### src/rtl/reg_file_dp.sv
// reg_file_dp: general-purpose register file, 2 write ports / 2 combinational
// read ports, entry 0 hardwired to zero, optional same-cycle write bypass and
// a hardware clear sweep that zeroes entries 1..DEPTH-1 after reset or on
// request.
//
// Ports:
//   clk, rst            clock; asynchronous active-high reset
//   clr_req             one-cycle request to (re)start the clear sweep
//   wen0/waddr0/wdata0  write port 0
//   wen1/waddr1/wdata1  write port 1 (wins over port 0 on equal address)
//   raddr1/rdata1       read port 1 (combinational)
//   raddr2/rdata2       read port 2 (combinational)
//   init_busy           high while the clear sweep runs
module reg_file_dp #(
  parameter int DATA_WIDTH = 32,
  parameter int ADDR_WIDTH = 5,
  parameter int BYPASS     = 1
) (
  input  logic                  clk,
  input  logic                  rst,
  input  logic                  clr_req,
  input  logic                  wen0,
  input  logic [ADDR_WIDTH-1:0] waddr0,
  input  logic [DATA_WIDTH-1:0] wdata0,
  input  logic                  wen1,
  input  logic [ADDR_WIDTH-1:0] waddr1,
  input  logic [DATA_WIDTH-1:0] wdata1,
  input  logic [ADDR_WIDTH-1:0] raddr1,
  input  logic [ADDR_WIDTH-1:0] raddr2,
  output logic [DATA_WIDTH-1:0] rdata1,
  output logic [DATA_WIDTH-1:0] rdata2,
  output logic                  init_busy
);

  localparam int DEPTH = 2 ** ADDR_WIDTH;

  typedef enum logic {CLEAR, READY} state_t;

  state_t                state;
  logic [ADDR_WIDTH-1:0] clr_idx;
  logic [DATA_WIDTH-1:0] mem [DEPTH];

  // Qualified write strobes; address 0 is never stored.
  logic we0, we1;
  assign we1 = (state == READY) && wen1 && (waddr1 != '0);
  // Port 1 wins a same-address collision, so port 0 is suppressed.
  assign we0 = (state == READY) && wen0 && (waddr0 != '0) &&
               !(wen1 && (waddr1 == waddr0));

  // Sweep control. init_busy is registered and tracks the next state so it
  // is high exactly while state == CLEAR.
  always_ff @(posedge clk or posedge rst) begin
    if (rst) begin
      state     <= CLEAR;
      clr_idx   <= ADDR_WIDTH'(1);
      init_busy <= 1'b1;
    end else begin
      case (state)
        CLEAR: begin
          if (clr_req) begin
            clr_idx <= ADDR_WIDTH'(1);
          end else if (clr_idx == '1) begin
            state     <= READY;
            init_busy <= 1'b0;
          end else begin
            clr_idx <= clr_idx + 1'b1;
          end
        end
        READY: begin
          if (clr_req) begin
            state     <= CLEAR;
            clr_idx   <= ADDR_WIDTH'(1);
            init_busy <= 1'b1;
          end
        end
        default: begin
          state     <= CLEAR;
          clr_idx   <= ADDR_WIDTH'(1);
          init_busy <= 1'b1;
        end
      endcase
    end
  end

  // Storage has no reset; the sweep provides the zero contents.
  always_ff @(posedge clk) begin
    if (state == CLEAR) begin
      mem[clr_idx] <= '0;
    end else begin
      if (we1) mem[waddr1] <= wdata1;
      if (we0) mem[waddr0] <= wdata0;
    end
  end

  function automatic logic [DATA_WIDTH-1:0] rd_port(input logic [ADDR_WIDTH-1:0] ra);
    logic [DATA_WIDTH-1:0] v;
    v = '0;
    if (!rst && state == READY && ra != '0) begin
      if (BYPASS != 0 && wen1 && waddr1 == ra)      v = wdata1;
      else if (BYPASS != 0 && wen0 && waddr0 == ra) v = wdata0;
      else                                          v = mem[ra];
    end
    return v;
  endfunction

  always_comb begin
    rdata1 = rd_port(raddr1);
    rdata2 = rd_port(raddr2);
  end

endmodule

### config.mk
export PLATFORM = sky130hd
export DESIGN_NAME = reg_file_dp
export DESIGN_NICKNAME = d
export VERILOG_FILES = /design/src/rtl/reg_file_dp.sv
export SDC_FILE = /design/constraint.sdc
export NUM_CORES = 2
export LEC_CHECK = 0
export CORE_MARGIN = 5
export CORE_UTILIZATION = 59
export CTS_BUF_LIST = sky130_fd_sc_hd__clkbuf_4 sky130_fd_sc_hd__clkbuf_8
export DETAILED_ROUTE_END_ITERATION = 10
export MAX_ROUTING_LAYER = met4
export PLACE_DENSITY_LB_ADDON = 0.3
export SYNTH_ARGS = -nofsm -noshare
export SYNTH_HDL_FRONTEND = slang
export SYNTH_SLANG_ARGS = --single-unit
### constraint.sdc
create_clock -name clk -period 3.3 [get_ports clk]
set_input_delay 0.66 -clock clk [delete_from_list [all_inputs] [get_ports clk]]
set_output_delay 0.66 -clock clk [all_outputs]
set_load 0.01 [all_outputs]
# Yosys cells after proc, flatten, opt, wreduce, memory -nomap -nowiden
# Memory sizes are Yosys's and may differ from the RTL's.
# Index checks and enable logic that the tools add are counted.
# word_totals
reg_bits	7
ramBits	1024
in_bits	89
output_inout_bits	65
wordCells	66
mem_count	1
# memory_table
memory	depth	width	rd	rd_ports_with_merged_regs	write_ports	line	source
mem	32	32	2	0	2	41	logic [DATA_WIDTH-1:0] mem [DEPTH];
# op_classes
n_addsub	1
n_eq_ne	10
muxes	28
bitwise_logic	1
reduce_logical	22
# op_table
cell	n
$mux W32	7
$reduce_or A32 Y1	1
$eq A5 B5 Y1	5
$mux W5	4
$reduce_bool A5 Y1	4
$mux W1	14
$logic_and A1 B1 Y1	13
$pmux W5 S2	1
$ne A2 B2 Y1 const B	3
$add A5 B1 Y5 const B	1
$eq A5 B5 Y1 const B	1
$pmux W1 S2	2
$ne A3 B3 Y1 const B	1
$reduce_and A3 Y1	1
$logic_not A1 Y1	2
$reduce_and A2 Y1	1
$not A1 Y1	1

# Logic depth before layout (Yosys ltp)
# depth
word_depth	7
depth_mapped	10
mapped_depth_nobuf	7

# Worst setup path before layout
# No wires, ideal clock.
# synth_path
path_kind	input -> register
start	input port waddr1[0]
end	memory mem[12][0], enable pin
setup_time_ps	428
arrival_ps	3545
required_ps	2872
slack_ps	-673
stages	7
n_path_buf	2
cell_sequence	buf_2 > nor4_1 > a21oi_2 > clkbuf_1 > o32ai_1 > nand2_1 > o21bai_1
# synth_rtl
item	line	source
start: declaration	26	input logic [ADDR_WIDTH-1:0] waddr1,
end: declaration	41	

==> impl_metrics.csv <==
group,metric,value,unit
outcome,outcome,"finished with violations",
outcome,violations,"design-rule violations, negative setup slack",
cells_and_area,multiInputGateArea,27300,µm²
clock_tree,clk_pin_slew,0.06,ns
setup_path,max_stage_delay,0.60,ns
worst_hold_path,hold_path.class,"in2async",
cells_and_area,drive_gt1_frac,0.336,
synthesis,yosysSeqAreaShare,0.513,
sta,rsz0062_at_grt,"true",
global_routing,grt_pass1_wl,313000,µm
setup_path,crit_path_top_delay_cell,"mux4_2",
global_routing,grt.overflow.total,0,
drt,m1WireLength,65300,µm
power_and_ir_drop,power.total,29400,µW
setup_path,crit_top_cell,"mux4_2",
sta,timing.slew.headroom,0.464,
cells_and_area,register_area,30900,µm²
placed_design,port_buffers,153,
die,ios,154,
drt,drtIter0Drc,8312,
clock_tree,clock_latency,0.90,ns
clock_tree,cts_root_buf,"clkbuf_8",
drt,drt-total-wl,222000,µm
synthesis,syn_area,60300,µm²
drt,wl_per_cell,33.5,µm
setup_path,cp-end-kind,"output pin",
clock_tree,hold_buffers,0,
setup_path,cp.buffers_inverters,1,
synthesis,synth_cell_types,62,
die,fp.dieH,330,µm
cells_and_area,fin_nets,5203,
synthesis,async_reset_ff_frac,0.00679,
setup_path,worst-path-stages,5,
die,core,102000,µm²
sta,worst_slack,-0.147,ns
sta,post-route-period-util,1.04,
setup_path,critPathTopFamily,"multiplexers",
sta,setup_viol,52,
drt,vias_per_cell,7.18,
setup_path,path_cells,"mux4_2, mux4_2, nand2_2, o221ai_2, buf_2",
sta,max_freq,290,MHz
synthesis,syn_nets,4918,
flow_run,drv_cap,0,
global_routing,gr-usage-all-layers,0.414,
global_routing,grt_pass1_vias,47018,
global_routing,antenna_found_initial,4,
die,die-area,109000,µm²
power_and_ir_drop,power_density,403,nW/µm²
synthesis,synth_seq_cells,1031,
setup_path,ff2ff_path_depth,8,
placed_design,hpwlAfterDp,142000,µm
die,num_rows,117,
drt,vias,47589,
setup_path,r2r-end,"mem[29][14]$_DFFE_PP_",
synthesis,synthFlopType,"edfxtp_1",
synthesis,yosys_warnings,0,
setup_path,required,2.64,ns
cells_and_area,fillCellCount,6270,
synthesis,avgSynthCellArea,12.5,µm²
drt,drc,2,
setup_path,crit_fanout,2,
sta,hold_viol_final,0,
cells_and_area,area_delta_synth_final,21.3,%
drt,ant_nets,0,
synthesis,syn_inst,4827,
setup_path,path_class,"reg2out",
clock_tree,htreeDepth,4,
drt,dr.pass1.iters,11,
synthesis,synth_edf_count,1024,
die,chipWidth,330,µm
cells_and_area,fin_cells,6628,
sta,final_max_slew_viol_count,0,
setup_path,rrSetupSlack,0.58,ns
sta,fin_skew,0.0372,ns
setup_path,startpoint_type,"register",
die,start_util,0.593,
drt,met2_length,98500,µm
power_and_ir_drop,power_leakage,0.0240,µW
drt,wl_met3,37200,µm
clock_tree,cts.sinks,1031,
placed_design,place_congestion,0.961,
sta,tightest_slew,0.801,ns
clock_tree,cts_buffers,173,
sta,fin_crit,3.45,ns
global_routing,grt_start_max_net_pins,49,
clock_tree,cts_tree,"done",
placed_design,dp_cells,6234,
power_and_ir_drop,vdd_ir_drop_max,0.313,mV
setup_path,cp.arrival,2.79,ns
drt,top_layer_used,"met4",
clock_tree,cts_buffer_depth,3,
setup_path,r2r_start,"state$_DFF_PP0_",
cell usage in the layout (no fill, tap or decap), types with 5 or more instances in the layout:
master              n
clkbuf_4           48
nand3_1            22
mux4_2            633
nand2_1          1060
bufinv_16           6
inv_2               5
diode_2             6
o221ai_1           10
o21ai_1            41
clkinv_2           20
buf_4             303
clkinv_1           60
clkdlybuf4s50_1    69
inv_1              56
dfrtp_1             5
xor2_1             15
o221ai_2           18
buf_2              52
buf_12            243
nor4_2              8
a22oi_1            28
buf_6              39
clkbuf_8          175
mux2i_1            11
nand3_2            15
o21ai_0           956
nand2b_1           64
a22oi_2            35
nor4b_4             8
clkbuf_16           8
buf_16             21
xnor2_1            10
o21bai_4           31
nor2_1             14
edfxtp_1         1024
nand2_2            17
nor3b_1             5
clkinvlp_4          5
synth_stat cells, types with 15 or more instances:
| cell type | instances | share of area |
|---|---|---|
| nor2_1 | 17 | 0.0011 |
| edfxtp_1 | 1024 | 0.51 |
| o21ai_1 | 40 | 0.0033 |
| xor2_1 | 16 | 0.0023 |
| buf_1 | 77 | 0.0048 |
| a22oi_1 | 53 | 0.0066 |
| nand3_1 | 27 | 0.0022 |
| inv_1 | 63 | 0.0039 |
| mux4_2 | 633 | 0.24 |
| o221ai_1 | 31 | 0.0045 |
| o21ai_0 | 958 | 0.080 |
| clkbuf_1 | 323 | 0.020 |
| o21bai_1 | 31 | 0.0039 |
| nand2b_1 | 67 | 0.0070 |
| buf_6 | 15 | 0.0028 |
| nand2_1 | 1078 | 0.067 |
| buf_4 | 37 | 0.0046 |
| buf_2 | 185 | 0.015 |
worst max-delay path by stage:
stage                                from                   end  slack (ns)
finish              mem[13][31]$_DFFE_PP_            rdata2[31]       -0.15
global route         mem[23][6]$_DFFE_PP_             rdata2[6]       -0.19
CTS                 mem[13][31]$_DFFE_PP_            rdata2[31]       -0.15
detailed placement              waddr0[2]             rdata2[6]       -0.79
global placement                waddr0[2]             rdata2[5]       -0.76
floorplan                       waddr1[0]  mem[10][0]$_DFFE_PP_       -0.67
routing by layer:
layer	vias to the layer above	global-route usage
li1	18951	-
met1	22802	0.502
met2	4607	0.600
met3	1229	0.120
met4	0	0.292
met5	-	-
sequential cells by signal, summed over array words and instances, names as in the netlist:
signal and count:
mem 1024, clr_idx 5, init_busy 1, state 1
through the flow:
stage	setup slack [ns]	cell area, µm²	TNS (ns)	hold slack (ns)	util
floorplan	-0.670	60400	-297.60	0.462	-
global placement	-0.755	68100	-69.90	0.483	0.671
detailed placement	-0.790	68100	-78.01	0.497	0.671
CTS	-0.151	72500	-3.89	0.0152	0.714
global route	-0.187	73100	-5.77	0.0646	0.720
finish	-0.147	73100	-2.71	0.0533	0.720
power breakdown:
group | total [µW] | leakage [µW] | switching, µW | internal [µW]
Clock | 11600 | 0.00179 | 5600 | 6010
Sequential | 14600 | 0.00902 | 103 | 14400
Combinational | 3270 | 0.0132 | 1700 | 1570
Total | 29400 | 0.0240 | 7410 | 22000
cell families (layout without fill, tap and decap cells):
logic type	after synthesis	in the layout	synth area share
other	0	6	0
flip-flops	1031	1031	0.513
buffers and inverters	710	1137	0.0522
AO/OA/AOI/OAI	1145	1145	0.103
XOR/XNOR	28	28	0.00419
AND/OR/NAND/NOR	1264	1264	0.0888
multiplexers	647	647	0.239
adder cells (fa/ha/maj)	2	2	0.000415
what timing repair did:
action	in CTS	in global routing
pin swaps	70	32
endpoints found under the setup margin	64	64
cloned	14	10
setup buffers	37	13
gates resized for setup	383	68
area by class of cell:
type / count / share of cell area
flip-flops and latches: 1031 / 0.423
multi-input cells: 3086 / 0.373
repair buffers: 748 / 0.130
clock buffers: 223 / 0.0379
well taps: 1368 / 0.0234
clock inverters: 94 / 0.00893
inverters: 72 / 0.00388
diodes: 6 / 0.000205
Power figures use the tool's default switching activity.
